**config.mk**
```make
export PLATFORM = sky130hd
export DESIGN_NAME = route_cntrl
export DESIGN_NICKNAME = d
export VERILOG_FILES = /design/src/rtl/route_pkg.sv /design/src/rtl/route_fifo.sv /design/src/rtl/route_cntrl.sv
export SDC_FILE = /design/constraint.sdc
export NUM_CORES = 1
export LEC_CHECK = 0
export ABC_AREA = 1
export BUFFER_PORTS_ARGS = -buffer_cell sky130_fd_sc_hd__buf_2
export CELL_PAD_IN_SITES_DETAIL_PLACEMENT = 2
export CELL_PAD_IN_SITES_GLOBAL_PLACEMENT = 2
export CORE_MARGIN = 5
export CORE_UTILIZATION = 32
export CTS_BUF_LIST = sky130_fd_sc_hd__clkbuf_4
export CTS_CLUSTER_SIZE = 40
export DETAILED_ROUTE_END_ITERATION = 8
export GPL_TIMING_DRIVEN = 0
export PLACE_DENSITY = 0.8
export SKIP_CTS_REPAIR_TIMING = 1
export SYNTH_ARGS = -nofsm -noshare
export SYNTH_HDL_FRONTEND = slang
export SYNTH_SLANG_ARGS = --single-unit
```
**constraint.sdc**
```tcl
create_clock -name clk -period 2.24 [get_ports clk]
set_input_delay 0.448 -clock clk [delete_from_list [all_inputs] [get_ports clk]]
set_output_delay 0.448 -clock clk [all_outputs]
set_load 0.02 [all_outputs]
```
**src/rtl/route_pkg.sv**
```systemverilog
`default_nettype none
// ============================================================================
//  Module      : route_pkg
//  Description : Shared types and constants for the route controller:
//                FSM state encoding, command opcodes, default ID width.
//  Revision    : 1.0 - initial release
// ============================================================================
package route_pkg;

    // Default station / destination ID width
    localparam int ID_W_DEF = 6;

    // Controller states
    typedef enum logic [1:0] {
        ST_IDLE  = 2'd0,
        ST_MOVE  = 2'd1,
        ST_DWELL = 2'd2
    } state_e;

    // Command opcodes carried in the top two bits of cmd
    typedef enum logic [1:0] {
        OP_STOP   = 2'b00,
        OP_GO     = 2'b01,
        OP_APPEND = 2'b10,
        OP_RSVD   = 2'b11
    } opcode_e;

endpackage
`default_nettype wire

```
**src/rtl/route_fifo.sv**
```systemverilog
`default_nettype none
// ============================================================================
//  Module      : route_fifo
//  Description : DEPTH x W destination queue with push, pop and flush.
//                Flush wins over pop; a push in the flush cycle becomes the
//                sole entry. Push is accepted while full if a pop happens in
//                the same cycle.
//  Revision    : 1.0 - initial release
// ============================================================================
module route_fifo #(
    parameter int DEPTH = 4,
    parameter int W     = 6
) (
    input  logic                     clk,
    input  logic                     rst_n,
    input  logic                     push_i,
    input  logic                     pop_i,
    input  logic                     flush_i,
    input  logic [W-1:0]             din_i,
    output logic [W-1:0]             head_o,
    output logic [$clog2(DEPTH):0]   count_o,
    output logic                     full_o,
    output logic                     empty_o
);

    localparam int AW = $clog2(DEPTH);
    localparam int CW = AW + 1;

    logic [W-1:0]  mem_q [DEPTH];
    logic [AW-1:0] rd_ptr_q;
    logic [AW-1:0] wr_ptr_q;
    logic [CW-1:0] count_q;

    logic w_do_pop;
    logic w_do_push;

    assign empty_o   = (count_q == '0);
    assign full_o    = (count_q == CW'(DEPTH));
    assign count_o   = count_q;
    assign head_o    = mem_q[rd_ptr_q];
    assign w_do_pop  = pop_i & ~empty_o;
    assign w_do_push = push_i & (~full_o | w_do_pop);

    // Pointer and occupancy bookkeeping
    always_ff @(posedge clk) begin
        if (!rst_n) begin
            rd_ptr_q <= '0;
            wr_ptr_q <= '0;
            count_q  <= '0;
        end else if (flush_i) begin
            rd_ptr_q <= '0;
            wr_ptr_q <= push_i ? AW'(1) : '0;
            count_q  <= push_i ? CW'(1) : '0;
        end else begin
            if (w_do_push) wr_ptr_q <= wr_ptr_q + AW'(1);
            if (w_do_pop)  rd_ptr_q <= rd_ptr_q + AW'(1);
            case ({w_do_push, w_do_pop})
                2'b10:   count_q <= count_q + CW'(1);
                2'b01:   count_q <= count_q - CW'(1);
                default: count_q <= count_q;
            endcase
        end
    end

    // Storage write; a flushing push always lands in slot 0
    always_ff @(posedge clk) begin
        if (flush_i) begin
            if (push_i) mem_q[0] <= din_i;
        end else if (w_do_push) begin
            mem_q[wr_ptr_q] <= din_i;
        end
    end

endmodule
`default_nettype wire

```
**src/rtl/route_cntrl.sv**
```systemverilog
`default_nettype none
// ============================================================================
//  Module      : route_cntrl
//  Description : Route controller. Queues destinations from commands, drives
//                go/in_transit, pops the queue on matching barcode stations,
//                pulses arrived at the final stop and buzzes when blocked.
//                Optional dwell at intermediate stations: ROUTE_DWELL_EN.
//  Revision    : 1.0 - initial release
// ============================================================================
module route_cntrl
    import route_pkg::*;
#(
    parameter int ID_W      = ID_W_DEF,
    parameter int DEPTH     = 4,
    parameter int BUZZ_HALF = 6250,
    parameter int DWELL_CYC = 1000
) (
    input  logic                     clk,
    input  logic                     rst_n,
    input  logic [ID_W+1:0]          cmd,
    input  logic                     cmd_rdy,
    output logic                     clr_cmd_rdy,
    input  logic [ID_W+1:0]          ID,
    input  logic                     ID_vld,
    output logic                     clr_ID_vld,
    input  logic                     OK2Move,
    output logic                     go,
    output logic                     in_transit,
    output logic                     buzz,
    output logic                     buzz_n,
    output logic                     arrived,
    output logic                     cmd_err,
    output logic [$clog2(DEPTH):0]   q_cnt
);

    localparam int CW = $clog2(DEPTH) + 1;
    localparam int BW = $clog2(BUZZ_HALF + 1);

    localparam logic [1:0] S_IDLE  = ST_IDLE;
    localparam logic [1:0] S_MOVE  = ST_MOVE;
`ifdef ROUTE_DWELL_EN
    localparam logic [1:0] S_DWELL = ST_DWELL;
    localparam int         DW      = $clog2(DWELL_CYC + 1);
`endif

    logic [1:0]      state_q, state_d;
    logic            in_transit_q;
    logic            arrived_q, arrived_d;
    logic            cmd_err_q, cmd_err_d;
    logic            buzz_q;
    logic [BW-1:0]   buzz_cnt_q;

    logic [1:0]      w_op;
    logic [ID_W-1:0] w_dest;
    logic            w_match;
    logic            w_push, w_pop, w_flush;
    logic [ID_W-1:0] w_head;
    logic [CW-1:0]   w_count;
    logic            w_full, w_empty;
    logic            w_buzz_cond;

    // Handshake consumes are pure wires so they also act during reset
    assign clr_cmd_rdy = cmd_rdy;
    assign clr_ID_vld  = ID_vld;

    assign w_op   = cmd[ID_W+1:ID_W];
    assign w_dest = cmd[ID_W-1:0];

    // Only a well-formed station ID equal to the queue head counts, in MOVE
    assign w_match = ID_vld && (ID[ID_W+1:ID_W] == 2'b00) &&
                     (ID[ID_W-1:0] == w_head) && (state_q == S_MOVE) && !w_empty;

    route_fifo #(
        .DEPTH (DEPTH),
        .W     (ID_W)
    ) u_fifo (
        .clk     (clk),
        .rst_n   (rst_n),
        .push_i  (w_push),
        .pop_i   (w_pop),
        .flush_i (w_flush),
        .din_i   (w_dest),
        .head_o  (w_head),
        .count_o (w_count),
        .full_o  (w_full),
        .empty_o (w_empty)
    );

`ifdef ROUTE_DWELL_EN
    logic [DW-1:0] dwell_cnt_q;

    // Dwell timer runs only while parked at an intermediate station
    always_ff @(posedge clk) begin
        if (!rst_n || state_q != S_DWELL) dwell_cnt_q <= '0;
        else                              dwell_cnt_q <= dwell_cnt_q + DW'(1);
    end
`else
    logic unused_dwell_cyc;
    assign unused_dwell_cyc = ^DWELL_CYC;
`endif

    // Command decode, queue control and next-state selection
    always_comb begin
        state_d   = state_q;
        w_push    = 1'b0;
        w_pop     = w_match;
        w_flush   = 1'b0;
        arrived_d = 1'b0;
        cmd_err_d = 1'b0;

        if (cmd_rdy) begin
            case (w_op)
                OP_STOP: begin
                    w_flush = 1'b1;
                    w_pop   = 1'b0;
                end
                OP_GO: begin
                    w_flush = 1'b1;
                    w_push  = 1'b1;
                    w_pop   = 1'b0;
                end
                OP_APPEND: begin
                    // A full queue still accepts if the head leaves this cycle
                    if (w_full && !w_pop) cmd_err_d = 1'b1;
                    else                  w_push    = 1'b1;
                end
                default: cmd_err_d = 1'b1;
            endcase
        end

        if (cmd_rdy && w_op == OP_STOP) begin
            state_d = S_IDLE;
        end else if (cmd_rdy && w_op == OP_GO) begin
            state_d = S_MOVE;
        end else if (w_pop) begin
            if (w_count == CW'(1) && !w_push) begin
                state_d   = S_IDLE;
                arrived_d = 1'b1;
            end else begin
`ifdef ROUTE_DWELL_EN
                state_d = S_DWELL;
`else
                state_d = S_MOVE;
`endif
            end
`ifdef ROUTE_DWELL_EN
        end else if (state_q == S_DWELL && dwell_cnt_q == DW'(DWELL_CYC - 1)) begin
            state_d = S_MOVE;
`endif
        end else if (w_push && state_q == S_IDLE) begin
            state_d = S_MOVE;
        end
    end

    // State and registered status outputs
    always_ff @(posedge clk) begin
        if (!rst_n) begin
            state_q      <= S_IDLE;
            in_transit_q <= 1'b0;
            arrived_q    <= 1'b0;
            cmd_err_q    <= 1'b0;
        end else begin
            state_q      <= state_d;
            in_transit_q <= (state_d == S_MOVE);
            arrived_q    <= arrived_d;
            cmd_err_q    <= cmd_err_d;
        end
    end

    assign w_buzz_cond = in_transit_q & ~OK2Move;

    // Buzzer square wave while blocked; counter and output clear otherwise
    always_ff @(posedge clk) begin
        if (!rst_n || !w_buzz_cond) begin
            buzz_cnt_q <= '0;
            buzz_q     <= 1'b0;
        end else if (buzz_cnt_q == BW'(BUZZ_HALF - 1)) begin
            buzz_cnt_q <= '0;
            buzz_q     <= ~buzz_q;
        end else begin
            buzz_cnt_q <= buzz_cnt_q + BW'(1);
        end
    end

    assign in_transit = in_transit_q;
    assign go         = in_transit_q & OK2Move;
    assign buzz       = buzz_q;
    assign buzz_n     = ~buzz_q;
    assign arrived    = arrived_q;
    assign cmd_err    = cmd_err_q;
    assign q_cnt      = w_count;

endmodule
`default_nettype wire
```
==> results of run 1 <==
## state kept, by name, summed over array words and instances, names as in the netlist, 2 cells and up, named ones only
name	flops
u_fifo.mem_q	24
buzz_cnt_q	13
u_fifo.wr_ptr_q	2
u_fifo.count_o	3
state_q	2
u_fifo.rd_ptr_q	2
## critical path: stages (launching register included)
cell and delay [ns]:
dfxtp_4 0.41, inv_4 0.05, buf_4 0.15, nand2_1 0.05, nand3_1 0.09, nand2_1 0.08, nand2_1 0.05, nand2_1 0.07
nand3_2 0.14, nor2_1 0.14, nand2_1 0.14, nand3_1 0.14, inv_2 0.06, nor2_4 0.16, nand2_2 0.14, nor3_4 0.24
buf_12 0.14
## power groups by stage
stage	Clock [W]	Combinational (W)	Sequential (W)
5_1_grt	0.000504	0.000181	0.00101
6_report	0.000438	0.000162	0.00101
3_3_place_gp	0	0.000130	0.00103
3_5_place_dp	0	0.000136	0.00103
2_1_floorplan	0	0.0000756	0.00104
4_1_cts	0.000462	0.000137	0.00101
## stage by stage
stage / hold slack [ns] / worst slack [ns] / instance area (sq um) / cells / setup TNS [ns]
3_3_place_gp: 0.451 / -0.589 / 2760 / 426 / -12.57
5_1_grt: 0.257 / -0.538 / 3040 / 441 / -12.18
4_1_cts: 0.271 / -0.658 / 2820 / 434 / -15.73
6_report: 0.287 / -0.287 / 3040 / 441 / -6.26
2_1_floorplan: 0.433 / 0.0275 / 2470 / 293 / 0
3_5_place_dp: 0.464 / -0.655 / 2760 / 426 / -16.06
## kinds of logic after synthesis
logic type / after synthesis
simple gates: 158
flops: 52
buf+inv: 47
compound gates: 23
fa+ha+maj: 10
xor+xnor: 3
## cell usage in the layout (no fill, tap or decap), drive strengths merged
cell type	n
clkinv	1
inv	42
nand3	25
o21ai	6
buf	42
dfxtp	28
a21oi	11
xnor2	2
nor4	1
xor2	1
o211ai	1
nand4	1
clkbuf	7
nor3	6
o21bai	3
o2111a	1
edfxtp	24
nand3b	2
nand2	81
nor3b	5
ha	10
clkinvlp	1
nor2	37
a2111oi	1
## layout make-up
class / count / area (sq um) / area share
flip-flops and latches: 52 / 1290 / 0.425
clock inverters: 2 / 16.3 / 0.00534
inverters: 42 / 168 / 0.0551
repair buffers: 38 / 220 / 0.0723
clock buffers: 6 / 45.0 / 0.0148
well taps: 102 / 128 / 0.0419
plain buffers: 5 / 45.0 / 0.0148
multi-input cells: 194 / 1130 / 0.371
## path summary, 6_finish.rpt
check | slack, ns | end | cells past startpoint
max | -0.29 | u_fifo.mem_q[3][3] | 16
max reg2reg | -0.29 | u_fifo.mem_q[3][3] | 16
min | 0.29 | u_fifo.mem_q[0][2] | 1
min reg2reg | 0.48 | flop | 2
## routing by layer
| metal | track usage | up-vias | routed length (microns) |
|---|---|---|---|
| met4 | 0.0383 | 0 | 119 |
| li1 | - | 1030 | - |
| met3 | 0.0294 | 8 | 178 |
| met2 | 0.232 | 32 | 3350 |
| met5 | 0 | - | 0 |
| met1 | 0.146 | 986 | 2710 |
==> summary.txt, run 1 <==
GRT
  • Initial antenna violation count: 0
  • First-pass GRT wire length: 9850 microns
  • Total GRT Usage: 0.127
  • Largest net degree at the start of global routing: 17
  • Gr ovfl total: 0
  • Vias in the first global route: 2,202

Cells and area
  • ANT cells: 0
  • FILL cells: 894
  • Layout area overhead: 24.2%
  • Layout cells sized above 1: 0.280
  • Final nets: 369
  • Layout Utilization: 0.400

Synth
  • Mapped Area: 2450 sq um
  • Synth Area in Simple Gates: 0.281
  • Number of flops mapped to enable cells by yosys: 24
  • Post-synthesis adder-cell area fraction: 0.0510
  • Mean Syn Cell Area: 8.37 sq um
  • XOR/XNOR share of the synthesized area: 0.0107
  • Top-count cell post-synth: nand2_1
  • Post-synthesis compound-gate area fraction: 0.0551
  • Post-Syn Nets: 324
  • Ys async rst share: 0
  • Main combinational cell family by area after synthesis: simple AND/OR/NAND/NOR gates
  • Yosys cell types: 27
  • Warnings, synthesis: 0
  • Top_reg_cell synth: dfxtp_1
  • Post-Synthesis Cells: 293
  • Seq cells post-synth: 52
  • Sequential area share after synthesis: 0.523
  • Synth top area cells: edfxtp_1 (29%), dfxtp_1 (23%), nand2_1 (12%)
  • Mux cell area share after synthesis: 0
  • Cell taking the most area after synthesis: edfxtp_1
  • Synth cell count leaders: nand2_1 (78), inv_1 (39), nor2_1 (36)
  • Synth top area share: 0.294

Setup path
  • WS Path Type: flop to flop
  • Crit path DAT: 2.64 ns
  • CP required: 2.35 ns
  • CP Launch Type: flop
  • Crit path capture type: flop
  • Worst Path Max Fanout: 6

Clock network
  • H-tree levels: 2
  • Max Buffers Root-to-Sink: 2
  • Inserted Clock Buffers: 5
  • # clock sinks: 52
  • Clk root buf: clkbuf_4
  • Clk_lat worst skew: 0.37 ns
  • Clock Pin Slew Worst Setup and Hold Paths: 0.15 ns
  • CTS tree: yes

Timing
  • Setup violators final: 27
  • Slew HR: 0.705
  • Final worst path period need: 2.53 ns
  • Final hold vios: 0
  • Worst Skew: 0.0106 ns
  • Worst Tran Pin Value: 0.443 ns
  • Fmax: 396 MHz
  • Max Slew Vio Count: 0
  • Unrepaired setup endpoints after global routing: yes
  • Period Utilization, post-route: 1.13
  • Fin worst setup slack: -0.287 ns

Floorplanning
  • Die Wd: 97.5 microns
  • Initial Util: 0.322
  • Boundary Pins: 32
  • Core region area: 7610 sq um
  • Rows: 32
  • Die area: 9510 sq um
  • Die H: 97.5 microns

Detailed routing
  • Pre-antenna DRT Iters: 3
  • Routed vias/inst: 4.66
  • WL per Instance: 14.4 microns
  • Drt total wl: 6360 microns
  • Routed Antenna Nets: 0
  • DRT iter0 DRCs: 42
  • Vias: 2,056
  • # DRC: 0

Power
  • Comb pwr share: 0.100
  • Net Sw Frac: 0.254
  • Clock power share: 0.272
  • Psw: 0.000409 W
  • Cell Int Power: 0.00120 W
  • PD cells: 529 nW/um^2
  • Sequential share of power: 0.628
  • Design Power: 0.00161 W
  • LEAKAGE: 1.24 nW
  • Maximum vdd ir drop: 188 uV

Place
  • IO Port Bufs: 31
  • RD Place Congestion: 0.741
  • DP HPWL: 4710 microns

Hold path
  • Worst hold start: cmd[2]
  • Class of the worst hold path: input port to flop

Flow run
  • Number of max-cap violations: 0

Run status
  • Status: complete, but fails checks
  • Failing checks: setup timing
No activity file was read; power rests on OpenSTA's default activity.
==> inputs of run 2 (changes only) <==
--- a/config.mk
+++ b/config.mk
@@ -9,13 +9,14 @@
 export BUFFER_PORTS_ARGS = -buffer_cell sky130_fd_sc_hd__buf_2
 export CELL_PAD_IN_SITES_DETAIL_PLACEMENT = 2
 export CELL_PAD_IN_SITES_GLOBAL_PLACEMENT = 2
+export CORE_ASPECT_RATIO = 0.8
 export CORE_MARGIN = 5
 export CORE_UTILIZATION = 32
 export CTS_BUF_LIST = sky130_fd_sc_hd__clkbuf_4
 export CTS_CLUSTER_SIZE = 40
 export DETAILED_ROUTE_END_ITERATION = 8
 export GPL_TIMING_DRIVEN = 0
-export PLACE_DENSITY = 0.8
+export PLACE_DENSITY_LB_ADDON = 0.1
 export SKIP_CTS_REPAIR_TIMING = 1
 export SYNTH_ARGS = -nofsm -noshare
 export SYNTH_HDL_FRONTEND = slang
==> run 2 against run 1 <==
  * The run still ends with setup timing left
  * Setup slack better by 0.034 ns
  * Hold slack worse by 0.0066 ns
  * Clock skew grew 0.0020 ns
  * Non-clock buffer count is 2 higher
  * Utilization up 1.7 points
  * Total power rose by 5.7%
  * Critical path type unchanged
  * Highest routed layer unchanged
  * Global-route usage increased by 0.79 points
  * Wire length is 0.19% lower
  * Fmax is 1.4% higher
  * Critical path depth up 1
  * Sequential share of layout area fell by 0.67 points
  * Critical endpoint is now u_fifo.mem_q[2][2]
==> summary.txt, run 2 (same netlist as run 1, synthesis figures left out) <==
Run status
  • Status: complete, but fails checks
  • Failing checks: setup timing

Floorplanning
  • Die H: 88.3 microns
  • Initial Util: 0.330
  • Boundary Pins: 32
  • Core region area: 7430 sq um
  • Die Wd: 108 microns
  • Die area: 9520 sq um
  • Rows: 28

Cells and area
  • Layout cells sized above 1: 0.282
  • Commonest non-fill, non-tap cell in the layout: nand2_1
  • ANT cells: 0
  • Reg with most FFs: u_fifo.mem_q
  • Number of flip-flops in the largest register: 24
  • Commonest non-fill, non-tap cells in the layout: nand2_1 (68), inv_1 (36), buf_2 (31), nor2_1 (27)
  • Design Area, Final: 3100 sq um
  • Final nets: 371
  • Layout area overhead: 26.4%

Timing
  • Setup violators final: 28
  • Unrepaired setup endpoints after global routing: yes
  • Max Slew Vio Count: 0
  • Final worst path period need: 2.49 ns
  • Fin worst setup slack: -0.253 ns
  • Period Utilization, post-route: 1.11
  • Worst Skew: 0.0126 ns
  • Final hold vios: 0
  • Worst Tran Pin Value: 0.494 ns
  • Fmax: 401 MHz
  • Slew HR: 0.670

Detailed routing
  • Drt total wl: 6350 microns
  • WL per Instance: 14.2 microns
  • Pre-antenna DRT Iters: 4
  • # DRC: 0
  • Vias: 2,025
  • DRT iter0 DRCs: 47
  • Routed Antenna Nets: 0
  • Routed vias/inst: 4.54

Power
  • PD cells: 550 nW/um^2
  • LEAKAGE: 1.26 nW
  • Maximum vdd ir drop: 209 uV

Hold path
  • Class of the worst hold path: input port to flop
  • Worst hold start: cmd[2]

Setup path
  • Top delay family on crit path: simple AND/OR/NAND/NOR gates
  • CP required: 2.35 ns
  • Crit path capture type: flop
  • Critical-path cell list: inv_4 > buf_4 > nand2_1 > nand3_1 > a21oi_1 > nor2_2 > nand2_2 > o21bai_4 > nand2_2 > nand2_4 > nand2_4 > nor2_4 > buf_4 > nand2_2 > nand2_4 > nor3_4 > buf_6
  • CP peak stage delay: 0.41 ns
  • Worst Path Max Fanout: 5
  • Crit path DAT: 2.60 ns
  • Crit path buffers/inverters: 4
  • Critical path's slowest cell: dfxtp_4
  • CP Launch Type: flop
  • WS Path Type: flop to flop

GRT
  • Gr ovfl total: 0
  • Largest net degree at the start of global routing: 17
  • First-pass GRT wire length: 9990 microns
  • Total GRT Usage: 0.135
  • Vias in the first global route: 2,095
  • Initial antenna violation count: 0

Clock network
  • Clk root buf: clkbuf_4
  • H-tree levels: 2
  • Clock Pin Slew Worst Setup and Hold Paths: 0.16 ns
  • # clock sinks: 52
  • CTS tree: yes
  • Max Buffers Root-to-Sink: 2
  • Clk_lat worst skew: 0.37 ns
  • Inserted Clock Buffers: 5

Place
  • DP HPWL: 4630 microns
  • IO Port Bufs: 31
  • Post-DP Area: 2760 sq um
  • RD Place Congestion: 0.738
  • Pre-CTS WS: -0.697 ns

Flow run
  • Number of max-cap violations: 0
==> run 2: metal layers <==
metal	routed length [microns]	vias to the layer above	part of all wire	global-route usage
met3	154	9	0.024	0.0284
met4	82	0	0.013	0.0378
li1	-	1032	-	-
met5	0	-	0	0
met2	3030	30	0.48	0.225
met1	3080	954	0.49	0.179
==> run 2: cell type report <==
type / count / area (sq um)
clock inverter: 3 / 42.5
tap: 105 / 131
buffer: 5 / 45.0
clock buffer: 5 / 37.5
fill: 844 / 4330
inverter: 42 / 160
sequential: 52 / 1300
timing repair buffer: 40 / 243
multi-input combinational: 194 / 1140
==> run 2: worst paths after layout <==
kind | endpoint | slack [ns] | cells after the start
min reg2reg | flop | 0.47 | 2
min | u_fifo.mem_q[1][2] | 0.28 | 1
max | u_fifo.mem_q[2][2] | -0.25 | 17
max reg2reg | u_fifo.mem_q[2][2] | -0.25 | 17
==> run 2: power breakdown <==
group | switching, W | leakage (nW) | internal, W
Clock | 0.000305 | 0.0374 | 0.000232
Combinational | 0.0000969 | 0.772 | 0.0000597
Sequential | 0.00000768 | 0.446 | 0.00100
==> run 2: metrics by stage <==
step | power, W | cells | hold WS (ns) | util | TNS (ns)
3_5_place_dp | 0.00117 | 429 | 0.459 | 0.372 | -17.69
6_report | 0.00170 | 446 | 0.281 | 0.417 | -5.29
4_1_cts | 0.00170 | 437 | 0.272 | 0.382 | -17.41
2_1_floorplan | 0.00111 | 293 | 0.433 | - | 0
5_1_grt | 0.00180 | 446 | 0.257 | 0.417 | -10.06
3_3_place_gp | 0.00116 | 429 | 0.454 | 0.372 | -16.16
==> inputs of run 3 (changes only) <==
--- a/config.mk
+++ b/config.mk
@@ -5,18 +5,17 @@
 export SDC_FILE = /design/constraint.sdc
 export NUM_CORES = 1
 export LEC_CHECK = 0
-export ABC_AREA = 1
-export BUFFER_PORTS_ARGS = -buffer_cell sky130_fd_sc_hd__buf_2
+export BUFFER_PORTS_ARGS = -buffer_cell sky130_fd_sc_hd__buf_4
 export CELL_PAD_IN_SITES_DETAIL_PLACEMENT = 2
 export CELL_PAD_IN_SITES_GLOBAL_PLACEMENT = 2
 export CORE_ASPECT_RATIO = 0.8
 export CORE_MARGIN = 5
-export CORE_UTILIZATION = 32
+export CORE_UTILIZATION = 36
 export CTS_BUF_LIST = sky130_fd_sc_hd__clkbuf_4
 export CTS_CLUSTER_SIZE = 40
 export DETAILED_ROUTE_END_ITERATION = 8
 export GPL_TIMING_DRIVEN = 0
-export PLACE_DENSITY_LB_ADDON = 0.1
+export PLACE_DENSITY_LB_ADDON = 0.3
 export SKIP_CTS_REPAIR_TIMING = 1
 export SYNTH_ARGS = -nofsm -noshare
 export SYNTH_HDL_FRONTEND = slang
==> run 3 against run 2 <==
  * The flow still finishes with violations (setup timing)
  * Area after synthesis decreased by 1.8%
  * Register-to-register slack got worse by 0.11 ns
  * Final cell count decreased by 23%
  * Combinational power increased by 29%
  * Sequential power about the same
  * Hold slack got worse by 0.029 ns
  * Clock-buffer cell count unchanged
  * Synthesized cell count decreased by 29%
  * Clock skew about the same
  * Clock power decreased by 15%
  * Sequential share of layout area increased by 0.54 points
  * Total power decreased by 1.4%
  * Largest cell class unchanged
  * Highest routed layer unchanged
==> summary.txt, run 3 <==
Setup path
  • Crit path capture type: flop
  • Crit path DAT: 2.92 ns
  • Crit path buffers/inverters: 1
  • Top delay family on crit path: multiplexers
  • CP required: 2.56 ns
  • Critical-path cell list: buf_6 > mux4_2 > xnor2_2 > nor4b_4 > o211a_4 > o21bai_4 > ha_4 > mux2i_1 > or3_1 > a21oi_2
  • CP Launch Type: flop
  • CP peak stage delay: 0.57 ns
  • WS Path Type: flop to flop
  • Worst Path Max Fanout: 7
  • Critical path's slowest cell: mux4_2

Synth
  • Sequential area share after synthesis: 0.533
  • Yosys cell types: 44
  • Synth cell count leaders: dfxtp_1 (28), edfxtp_1 (24), nor2_1 (24)
  • Synth top area share: 0.300
  • Number of flops mapped to enable cells by yosys: 24
  • Post-Synthesis Cells: 207
  • Warnings, synthesis: 0
  • Mapped Area: 2410 sq um
  • Seq cells post-synth: 52
  • Mean Syn Cell Area: 11.6 sq um
  • Synth top area cells: edfxtp_1 (30%), dfxtp_1 (23%), ha_1 (5.2%)
  • Post-Syn Nets: 238
  • Top_reg_cell synth: dfxtp_1
  • Cell taking the most area after synthesis: edfxtp_1
  • Top-count cell post-synth: dfxtp_1
  • Ys async rst share: 0

Cells and area
  • ANT cells: 0
  • Number of flip-flops in the largest register: 24
  • Final nets: 289
  • Layout cells sized above 1: 0.305
  • Layout Utilization: 0.470
  • FILL cells: 683
  • Final Non-Filler Cells: 343
  • Reg with most FFs: u_fifo.mem_q
  • Commonest non-fill, non-tap cells in the layout: buf_4 (43), dfxtp_1 (26), edfxtp_1 (24), nor2_1 (23), xor2_1 (13)
  • Design Area, Final: 3030 sq um
  • Multi-input gate area: 1160 sq um
  • Sequential cell area: 1280 sq um
  • Layout area overhead: 25.9%
  • Commonest non-fill, non-tap cell in the layout: buf_4

Power
  • Maximum vdd ir drop: 250 uV
  • Net Sw Frac: 0.265
  • Cell Int Power: 0.00123 W
  • Psw: 0.000445 W
  • PD cells: 554 nW/um^2
  • LEAKAGE: 1.12 nW
  • Clock power share: 0.271
  • Sequential share of power: 0.609
  • Design Power: 0.00168 W
  • Comb pwr share: 0.120

Run status
  • Status: complete, but fails checks
  • Failing checks: setup timing

Place
  • Cells after DPL: 321
  • Post-DP Area: 2810 sq um
  • IO Port Bufs: 30
  • RD Place Congestion: 0.714
  • DP HPWL: 4170 microns

Timing
  • Fmax: 384 MHz
  • Final worst path period need: 2.61 ns
  • Max Slew Vio Count: 0
  • Period Utilization, post-route: 1.16
  • Worst Tran Pin Value: 0.732 ns
  • Fin worst setup slack: -0.365 ns
  • Setup violators final: 33
  • Final hold vios: 0
  • Slew HR: 0.507
  • Unrepaired setup endpoints after global routing: yes
  • Final hold slack: 0.252 ns
  • Worst Skew: 0.0127 ns

Floorplanning
  • Boundary Pins: 32
  • Die H: 83.1 microns
  • Initial Util: 0.374
  • Die area: 8430 sq um
  • Core region area: 6440 sq um
  • Die Wd: 101 microns
  • Rows: 26

Clock network
  • Clock Pin Slew Worst Setup and Hold Paths: 0.16 ns
  • Clk root buf: clkbuf_4
  • # clock sinks: 52
  • Max Buffers Root-to-Sink: 2
  • Clk_lat worst skew: 0.38 ns
  • Inserted Clock Buffers: 5
  • CTS tree: yes
  • H-tree levels: 2

Flow run
  • Number of max-cap violations: 0

Hold path
  • Class of the worst hold path: input port to flop

Detailed routing
  • DRT iter0 DRCs: 59
  • WL per Instance: 18.1 microns
  • Pre-antenna DRT Iters: 4
  • Routed Antenna Nets: 0
  • Drt total wl: 6200 microns
  • # DRC: 0
  • Vias: 1,777
  • Routed vias/inst: 5.18

GRT
  • Total GRT Usage: 0.142
  • First-pass GRT wire length: 9270 microns
  • Vias in the first global route: 1,825
  • Initial antenna violation count: 0
  • Largest net degree at the start of global routing: 19
  • Gr ovfl total: 0
-- run 3: changes by cell type after synthesis, moves of 4 or more --
cell and change:
nand3_1 -16, a21oi_1 -7, xor2_1 +12, and3_1 +5, nand2_1 -68, xnor2_1 +8, nor2_1 -12, nor3b_1 -4
mux2i_1 +6, inv_1 -29
-- run 3: cell families after synthesis --
group                    after synthesis  synth area share
XOR/XNOR                              24            0.0905
flip-flops                            52             0.533
buffers and inverters                 16            0.0317
adder cells (fa/ha/maj)               10            0.0520
AND/OR/NAND/NOR                       72             0.157
AO/OA/AOI/OAI                         23            0.0712
multiplexers                          10            0.0655
-- run 3: cell type report --
cell class,instances,share of cell area
Sequential cell,52,0.424
Multi-Input combinational cell,139,0.382
Clock inverter,3,0.00867
Inverter,10,0.0124
Timing Repair Buffer,44,0.113
Buffer,6,0.0136
Tap cell,84,0.0347
Clock buffer,5,0.0124
-- run 3: routing by layer --
layer	track usage	part of all wire
met1	0.188	0.45
met2	0.232	0.51
met3	0.0402	0.043
met4	0.0290	0.0044
met5	0	0
-- run 3: power groups by stage --
stage	clock (W)	combinational [W]	sequential, W
floorplan	0	0.0000986	0.00105
global placement	0	0.000174	0.00104
detailed placement	0	0.000181	0.00104
CTS	0.000476	0.000183	0.00102
global route	0.000514	0.000220	0.00103
finish	0.000455	0.000202	0.00102
-- run 3: stage by stage --
stage	setup slack (ns)	setup TNS (ns)
final	-0.365	-7.96
after global routing	-0.482	-11.55
after CTS	-0.898	-16.63
after detailed placement	-0.906	-19.04
after global placement	-0.855	-17.72
after floorplan	-0.247	-4.50
-- run 3: worst reg2reg max path, delay by kind of cell (launching register included) --
kind | cells | cell delay [ns]
and+or+nand+nor | 2 | 0.56
muxes | 2 | 0.69
DFF | 1 | 0.35
AOI/OAI and AO/OA | 3 | 0.45
adders and majority gates | 1 | 0.19
buffers and inverters | 1 | 0.13
xor gates and xnor gates | 1 | 0.18
-- run 3: final timing paths --
kind	start	to	slack [ns]	cells past startpoint
max reg2reg	flop	u_fifo.count_o[2]	-0.37	10
min	cmd[4]	u_fifo.mem_q[2][4]	0.25	1
max	flop	u_fifo.count_o[2]	-0.37	10
min reg2reg	buzz_cnt_q[0]	buzz_cnt_q[0]	0.50	1
